## config.mk

```make
export PLATFORM = sky130hd
export DESIGN_NAME = uart_tx_queue
export DESIGN_NICKNAME = d
export VERILOG_FILES = /design/src/rtl/uart_tx_queue.sv
export SDC_FILE = /design/constraint.sdc
export NUM_CORES = 1
export LEC_CHECK = 0
export ABC_AREA = 1
export ABC_CLOCK_PERIOD_IN_PS = 2510
export CORE_MARGIN = 5
export CORE_UTILIZATION = 30
export CTS_CLUSTER_DIAMETER = 150
export DETAILED_ROUTE_END_ITERATION = 8
export DONT_BUFFER_PORTS = 1
export PLACE_DENSITY = 0.42
export SLEW_MARGIN = 25
export SYNTH_ARGS = -nofsm -noshare
export SYNTH_HDL_FRONTEND = slang
export SYNTH_SLANG_ARGS = --single-unit
```

## constraint.sdc

```tcl
create_clock -name clk -period 2.51 [get_ports clk]
set_clock_uncertainty 0.05 [all_clocks]
set_input_delay 0.3765 -clock clk [delete_from_list [all_inputs] [get_ports clk]]
set_output_delay 0.3765 -clock clk [all_outputs]
set_load 0.01 [all_outputs]
```

## src/rtl/uart_tx_queue.sv

```systemverilog
// uart_tx_queue: byte FIFO in front of the UART transmitter. Bytes written
// from the I/O path are queued and handed to the transmitter one at a time
// over a start/data/done handshake, with at most one byte outstanding.
module uart_tx_queue #(
    parameter int DEPTH      = 16,
    parameter int DEPTH_LOG2 = 4
) (
    input  logic                  clk,
    input  logic                  reset_n,
    input  logic                  wr_en,
    input  logic [7:0]            wr_data,
    input  logic                  flush,
    input  logic                  clear_overflow,
    output logic                  full,
    output logic                  empty,
    output logic [DEPTH_LOG2:0]   count,
    output logic                  overflow,
    output logic                  idle,
    output logic                  tx_start,
    output logic [7:0]            tx_data,
    input  logic                  tx_done
);

    typedef enum logic [1:0] {
        S_IDLE  = 2'd0,
        S_START = 2'd1,
        S_WAIT  = 2'd2
    } state_t;

    localparam logic [DEPTH_LOG2:0]   CNT_FULL = (DEPTH_LOG2 + 1)'(DEPTH);
    localparam logic [DEPTH_LOG2:0]   CNT_ONE  = (DEPTH_LOG2 + 1)'(1);
    localparam logic [DEPTH_LOG2-1:0] PTR_ONE  = DEPTH_LOG2'(1);

    state_t                 state;
    state_t                 state_next;
    logic [7:0]             mem [DEPTH];
    logic [DEPTH_LOG2-1:0]  wp;
    logic [DEPTH_LOG2-1:0]  rp;
    logic [DEPTH_LOG2:0]    count_q;
    logic                   overflow_q;
    logic                   push;
    logic                   pop;
    logic                   drop;
    logic                   start_next;

    // Fill level after one cycle of pushes and pops; both at once cancel out.
    function automatic logic [DEPTH_LOG2:0] next_count(
        input logic [DEPTH_LOG2:0] cur,
        input logic                inc,
        input logic                dec
    );
        logic [DEPTH_LOG2:0] res;
        res = cur;
        if (inc && !dec) begin
            res = cur + CNT_ONE;
        end else if (dec && !inc) begin
            res = cur - CNT_ONE;
        end
        return res;
    endfunction

    // Status flags come straight from registers, so there is no input-to-output path.
    assign full     = (count_q == CNT_FULL);
    assign empty    = (count_q == '0);
    assign count    = count_q;
    assign overflow = overflow_q;
    assign idle     = empty && (state == S_IDLE);

    // A flush swallows any write in the same cycle without flagging overflow;
    // a write into a full queue is dropped even if a pop frees a slot this cycle.
    assign push = wr_en && !full && !flush;
    assign drop = wr_en && full && !flush;

    // Sequencer next state; pops only when idle and the registered empty flag is low.
    always_comb begin
        state_next = state;
        start_next = 1'b0;
        pop        = 1'b0;
        case (state)
            S_IDLE: begin
                if (!empty) begin
                    pop        = 1'b1;
                    start_next = 1'b1;
                    state_next = S_START;
                end
            end
            S_START: begin
                state_next = S_WAIT;
            end
            S_WAIT: begin
                if (tx_done) begin
                    state_next = S_IDLE;
                end
            end
            default: begin
                state_next = S_IDLE;
            end
        endcase
    end

    // Sequencer state register; a flush never touches it, so an in-flight byte completes.
    always_ff @(posedge clk or negedge reset_n) begin
        if (!reset_n) begin
            state <= S_IDLE;
        end else begin
            state <= state_next;
        end
    end

    // Start pulse and issued byte; tx_data holds its value until the next issue.
    always_ff @(posedge clk or negedge reset_n) begin
        if (!reset_n) begin
            tx_start <= 1'b0;
            tx_data  <= 8'h00;
        end else begin
            tx_start <= start_next;
            if (pop) begin
                tx_data <= mem[rp];
            end
        end
    end

    // Byte storage; contents need no reset because count guards every read.
    always_ff @(posedge clk) begin
        if (push) begin
            mem[wp] <= wr_data;
        end
    end

    // Pointers and fill count; flush rewinds both pointers to slot zero.
    always_ff @(posedge clk or negedge reset_n) begin
        if (!reset_n) begin
            wp      <= '0;
            rp      <= '0;
            count_q <= '0;
        end else if (flush) begin
            wp      <= '0;
            rp      <= '0;
            count_q <= '0;
        end else begin
            if (push) begin
                wp <= wp + PTR_ONE;
            end
            if (pop) begin
                rp <= rp + PTR_ONE;
            end
            count_q <= next_count(count_q, push, pop);
        end
    end

    // Sticky overflow; a drop in the same cycle as a clear keeps the flag set.
    always_ff @(posedge clk or negedge reset_n) begin
        if (!reset_n) begin
            overflow_q <= 1'b0;
        end else if (drop) begin
            overflow_q <= 1'b1;
        end else if (clear_overflow) begin
            overflow_q <= 1'b0;
        end
    end

endmodule

```

==> impl_metrics.ini, run 1 <==
[status]
status = complete, no violations

[clocking]
h-tree-depth = 4
cts_setup_buffers = 0
cts_sinks = 153
cts_buffer_depth = 2
path_clk_slew_ps = 60
root_buffer = clkbuf_16
cts_buffers = 17
clkLatencyLatePin_ps = 420
cts_tree = yes

[synthesis]
netlist_instances = 634
yosys_warnings = 0
ys_seq_elements = 153
yosysSeqAreaShare_pct = 67.12
syn_area_per_cell_sq_um = 10.50
syn-cell-area_sq_mm = 0.006659
yosysUniqueCellTypes = 29
synth_fp_nets = 658

[critical_path]
arrival_ps = 2560
worst-path-buf-inv = 2
crit_top_cell = nand2_1
crit_fanout = 8
worstSetupPathType = register to register
crit_cells = 13
crit_chain = nor2_1 > nand3_2 > nand2_4 > inv_4 > nand2_8 > ha_1 > a21oi_1 > nand3_1 > nand2_1 > inv_1 > nand2_1 > nand2_1 > o21ai_1
critPathMaxStageDelay_ps = 470
critPathLaunchType = register
r2r-end = count[4]$_DFFE_PN0P_
crit_path_top_delay_cell = dfrtp_1
rr_startpoint = count[1]$_DFFE_PN0P_
critPathRequiredTime_ps = 2810
cp-end-kind = register
reg2reg_slack_ps = 250
crit_family = simple AND/OR/NAND/NOR gates
rr_worst_depth = 13

[grt]
use_met3_pct = 3.676
overflow = 0
grtUsageTotal_pct = 13.63
grt-busiest-layer = met2
grt_pass1_vias = 4544
grt_max_degree = 67
grt_use_met2_pct = 22.85
grt_pass1_wl_mm = 26.39
antenna_found_initial = 0
grt.met1_usage_pct = 17.57

[route]
drt_first_pass_iters = 4
wl_per_cell_um = 17.65
vias_per_cell = 4.642
drc = 0
first_iter_violations = 367
postRouteAntennaNets = 0
vias = 4419
drt-total-wl_mm = 16.80

[timing]
drv_slew = 0
final.setup.tns_ps = 0
finalCritPeriodShare_pct = 89.89
fin_crit_ps = 2256
tightestPinTransition_ps = 923.1
hold_viol = 0
setup_viol = 0
fmax_mhz = 443.2
rsz0062_at_grt = no
maxSlewHeadroom_pct = 38.25

[die]
std_cell_rows = 54
die_y_um = 159.0
initial_core_util_pct = 30.51
top_level_ports = 32
core_sq_mm = 0.02182
dieArea_sq_mm = 0.02528
die_w_um = 159.0

[layout]
n_antenna_cell = 0
fin_area_sq_mm = 0.007744
utilization_pct = 35.48
num-nets-final = 683
synthToLayoutAreaGrowth_pct = 16.29
drive_gt1_share_pct = 9.970

[hold_path]
min_to = overflow$_DFFE_PN0P_
hold_path.class = input pin to register
holdPathStages = 1
hp-start = clear_overflow

[pwr]
peakVddDrop_uv = 437.8
p_leak_uw = 0.003094
p_per_area_mw_per_mm2 = 1046

[placed_design]
io_buffer_count = 0
gp_congestion = 0.8305
place_area_sq_mm = 0.007047
dp_hpwl_mm = 10.89

[run]
cap_violations = 0
worst reg2reg max path, stage by stage, from the launching register on:
cell,delay (ps)
dfrtp_1,470
nor2_1,240
nand3_2,190
nand2_4,140
inv_4,70
nand2_8,100
ha_1,280
a21oi_1,190
nand3_1,110
nand2_1,110
inv_1,40
nand2_1,40
nand2_1,40
o21ai_1,100
registers in the layout, summed over array words and instances (netlist names):
register	count
count	5
mem	128
overflow	1
rp	4
state	2
tx_data	8
tx_start	1
wp	4
kinds of logic after synthesis:
logic type	synth area share, %
AND/OR/NAND/NOR	24.03
flip-flops	67.12
buffers and inverters	4.303
AO/OA/AOI/OAI	2.292
adder cells (fa/ha/maj)	1.992
XOR/XNOR	0.2631
how the worst max path moves through the flow:
| stage | to | start | slack (ps) |
|---|---|---|---|
| 5_1_grt | count[4]$_DFFE_PN0P_ | count[1]$_DFFE_PN0P_ | 120 |
| 3_3_place_gp | count[4]$_DFFE_PN0P_ | count[1]$_DFFE_PN0P_ | 330 |
| 2_1_floorplan | count[4]$_DFFE_PN0P_ | count[1]$_DFFE_PN0P_ | 510 |
| 6_report | count[4]$_DFFE_PN0P_ | count[1]$_DFFE_PN0P_ | 250 |
| 4_1_cts | count[4]$_DFFE_PN0P_ | count[1]$_DFFE_PN0P_ | 280 |
| 3_5_place_dp | count[4]$_DFFE_PN0P_ | count[1]$_DFFE_PN0P_ | 300 |
cells in the final DEF (no fill, tap or decap):
cell type,count
a211oi_1,1
a21oi_1,4
buf_12,3
buf_4,20
bufinv_16,2
clkbuf_16,17
clkinv_1,5
clkinv_2,3
clkinv_4,2
clkinvlp_4,5
dfrtp_1,24
dfrtp_2,1
dlygate4sd3_1,10
edfxtp_1,128
fa_1,1
ha_1,9
inv_1,27
inv_2,1
inv_4,2
inv_6,2
nand2_1,241
nand2_4,3
nand2_8,2
nand3_1,65
nand3_2,2
nand3b_1,1
nand4_1,1
nor2_1,59
nor2_2,1
nor2_8,1
nor3_1,3
o21a_1,2
o21ai_0,20
o21ai_1,2
xor2_1,2
timing repair:
action / 4_1_cts / 5_1_grt
hold endpoints to repair: 155 / 0
resized for setup: 0 / 0
hold buffers: 11 / 0
synthesized netlist by cell type:
cell type,count,area (sq um)
a211oi_1,1,7.510
a21oi_1,4,20.02
buf_1,1,3.750
buf_2,12,60.06
buf_4,10,75.07
clkbuf_1,4,15.01
clkinv_1,4,15.01
dfrtp_1,25,625.6
edfxtp_1,128,3844
fa_1,1,20.02
ha_1,9,112.6
inv_1,27,101.4
inv_2,1,3.750
inv_4,2,12.51
nand2_1,241,904.6
nand2_4,3,33.78
nand2_8,2,40.04
nand3_1,65,325.3
nand3_2,2,20.02
nand3b_1,1,7.510
nand4_1,1,6.260
nor2_1,59,221.5
nor2_2,1,6.260
nor2_8,1,20.02
nor3_1,3,15.01
o21a_1,2,15.01
o21ai_0,20,100.1
o21ai_1,2,10.01
xor2_1,2,17.52
per-layer routing:
layer | up-vias | wire length (um) | share of wire [%]
li1 | 2158 | - | -
met1 | 2172 | 7577 | 45
met2 | 76 | 8285 | 49
met3 | 13 | 744 | 4.4
met4 | 0 | 192 | 1.1
met5 | - | 0 | 0
cell type report:
cell class / count / area [sq um]
fillers: 2172 / 14080
flip-flops and latches: 153 / 4471
multi-input cells: 420 / 1903
clock buffers: 17 / 425.4
well taps: 280 / 350.3
repair buffers: 33 / 310.3
clock inverters: 15 / 151.4
inverters: 34 / 132.6
power by group:
part	switching [uW]	total (uW)	internal [uW]
clock	1050	2510	1460
combinational	1690	2430	743
sequential	213	3150	2940
per-stage QoR:
stage	total power (uW)	worst slack, ps	instances	hold slack, ps
final	8100	253.8	952	21.10
after global routing	8644	124.7	952	22.09
after CTS	8192	284.1	952	4.900
after detailed placement	5592	295.6	909	31.92
after global placement	5579	334.9	909	31.78
after floorplan	4949	506.2	634	30.91
(Power assumes the default switching activity.)
==> run 2: changes to the inputs <==
--- a/config.mk
+++ b/config.mk
@@ -8,11 +8,11 @@
 export ABC_AREA = 1
 export ABC_CLOCK_PERIOD_IN_PS = 2510
 export CORE_MARGIN = 5
-export CORE_UTILIZATION = 30
+export CORE_UTILIZATION = 63
 export CTS_CLUSTER_DIAMETER = 150
 export DETAILED_ROUTE_END_ITERATION = 8
 export DONT_BUFFER_PORTS = 1
-export PLACE_DENSITY = 0.42
+export PLACE_DENSITY = 0.77
 export SLEW_MARGIN = 25
 export SYNTH_ARGS = -nofsm -noshare
 export SYNTH_HDL_FRONTEND = slang
==> impl_metrics.ini, run 2 (synthesized netlist as in run 1, its figures left out) <==
[pwr]
p_leak_uw = 0.003048
peakVddDrop_uv = 546.6
p_per_area_mw_per_mm2 = 1039
finalPower_uw = 7781

[layout]
nFillCells = 704
final_common_cell = nand2_1
drive_gt1_share_pct = 8.670
synthToLayoutAreaGrowth_pct = 12.44
largest_register = mem
final-instance-count-excl-fill = 806
seqCellArea_sq_mm = 0.004471
utilization_pct = 72.52
mostFrequentLayoutCells = nand2_1 (241), edfxtp_1 (128), nand3_1 (65)
largest_reg_flops = 128
multi_input_area_sq_mm = 0.001903
num-nets-final = 680

[die]
die_y_um = 112.8
std_cell_rows = 37
core_sq_mm = 0.01032
dieArea_sq_mm = 0.01273
top_level_ports = 32
initial_core_util_pct = 64.50
die_w_um = 112.8

[grt]
grt_pass1_vias = 4590
antenna_found_initial = 4
grtUsageTotal_pct = 24.46
grt_max_degree = 67
overflow = 0
grt_pass1_wl_mm = 23.57

[clocking]
cts_sinks = 153
cts_buffers = 17
path_clk_slew_ps = 70
h-tree-depth = 4
cts_tree = yes
clkLatencyLatePin_ps = 530
cts_buffer_depth = 2
root_buffer = clkbuf_8

[critical_path]
critPathMaxStageDelay_ps = 480
crit_top_cell = nand2_1
critPathRequiredTime_ps = 2920
worstSetupPathType = register to register
crit_fanout = 8
critPathLaunchType = register
arrival_ps = 2700
worst-path-buf-inv = 2
cp-end-kind = register
crit_chain = nor2_1 > nand3_2 > nand2_4 > inv_4 > nand2_8 > ha_1 > a21oi_1 > nand3_1 > nand2_1 > inv_1 > nand2_1 > nand2_1 > o21ai_1
crit_family = simple AND/OR/NAND/NOR gates
crit_path_top_delay_cell = dfrtp_1

[timing]
fin_crit_ps = 2286
maxSlewHeadroom_pct = 46.39
setup_viol = 0
fmax_mhz = 437.4
hold_viol = 0
drv_slew = 0
finalCritPeriodShare_pct = 91.08
tightestPinTransition_ps = 801.5
rsz0062_at_grt = no
final.setup.tns_ps = 0
final.setup.worst_slack_ps = 223.9

[route]
first_iter_violations = 541
wl_per_cell_um = 18.13
postRouteAntennaNets = 0
drc = 0
vias_per_cell = 5.670
drt_first_pass_iters = 6
drt-total-wl_mm = 14.61
vias = 4570

[placed_design]
dp_hpwl_mm = 9.109
place_inst = 759
gp_congestion = 0.9310
dp_worst_setup_slack_ps = 287.3
io_buffer_count = 0

[run]
cap_violations = 0

[hold_path]
hold_path.class = input pin to register

[status]
status = complete, no violations
-- run 2: cell count changes in the layout (fill, tap and decap cells not counted), moves of 2 or more --
cell           change
buf_4              -5
clkinv_4           -2
dlygate4sd3_1      +3
clkinv_1           +2
-- run 2: layer usage --
metal	up-vias	part of all wire, %	track usage [%]
li1	2148	-	-
met1	2172	38	30.36
met2	198	51	40.40
met3	46	9.0	7.807
met4	6	2.3	9.215
met5	-	0.24	0
-- run 2: final cells by class --
type	instances	area share, %
Tap cell	136	2.273
Clock buffer	18	5.582
Clock inverter	14	1.437
Inverter	34	1.771
Antenna cell	1	0.03342
Timing Repair Buffer	30	3.777
Sequential cell	153	59.71
Multi-Input combinational cell	420	25.42
-- run 2: final timing paths --
path                                             start                     end  slack (ps)  depth (start not counted)
min in group asynchronous                      reset_n      tx_start$_DFF_PN0_         240                          2
worst min register to register  tx_data[6]$_DFFE_PN0P_  tx_data[6]$_DFFE_PN0P_         510                          2
worst max register to register    count[1]$_DFFE_PN0P_    count[4]$_DFFE_PN0P_         220                         13
worst max-delay path              count[1]$_DFFE_PN0P_    count[4]$_DFFE_PN0P_         220                         13
worst min-delay path                             wr_en    overflow$_DFFE_PN0P_          80                          4
max in group asynchronous                      reset_n       rp[0]$_DFFE_PN0P_        1990                          2
-- run 2: timing repair --
item / 4_1_cts / 5_1_grt
endpoints found under the setup margin: 0 / 0
hold buffers: 14 / 0
endpoints found under the hold margin: 163 / 0
setup buffers: 0 / 0
resized for setup: 0 / 0
-- run 2: power by group --
part / switching [uW] / total [uW] / leakage (uW) / internal (uW)
registers: 227 / 3170 / 0.00148 / 2940
logic: 1620 / 2350 / 0.00133 / 728
clock network: 963 / 2260 / 0.000245 / 1300
-- run 2: worst min-delay path, cell delays in order --
cell	delay [ps]
inv_1	50
nor2_2	50
nand2_1	60
o21ai_0	70
-- run 2: through the flow --
step / hold WS [ps] / area, sq um
after global placement: 31.48 / 6809
after detailed placement: 31.38 / 6809
after CTS: 54.10 / 7485
final: 78.29 / 7487
after floorplan: 30.91 / 6659
after global routing: 88.43 / 7485
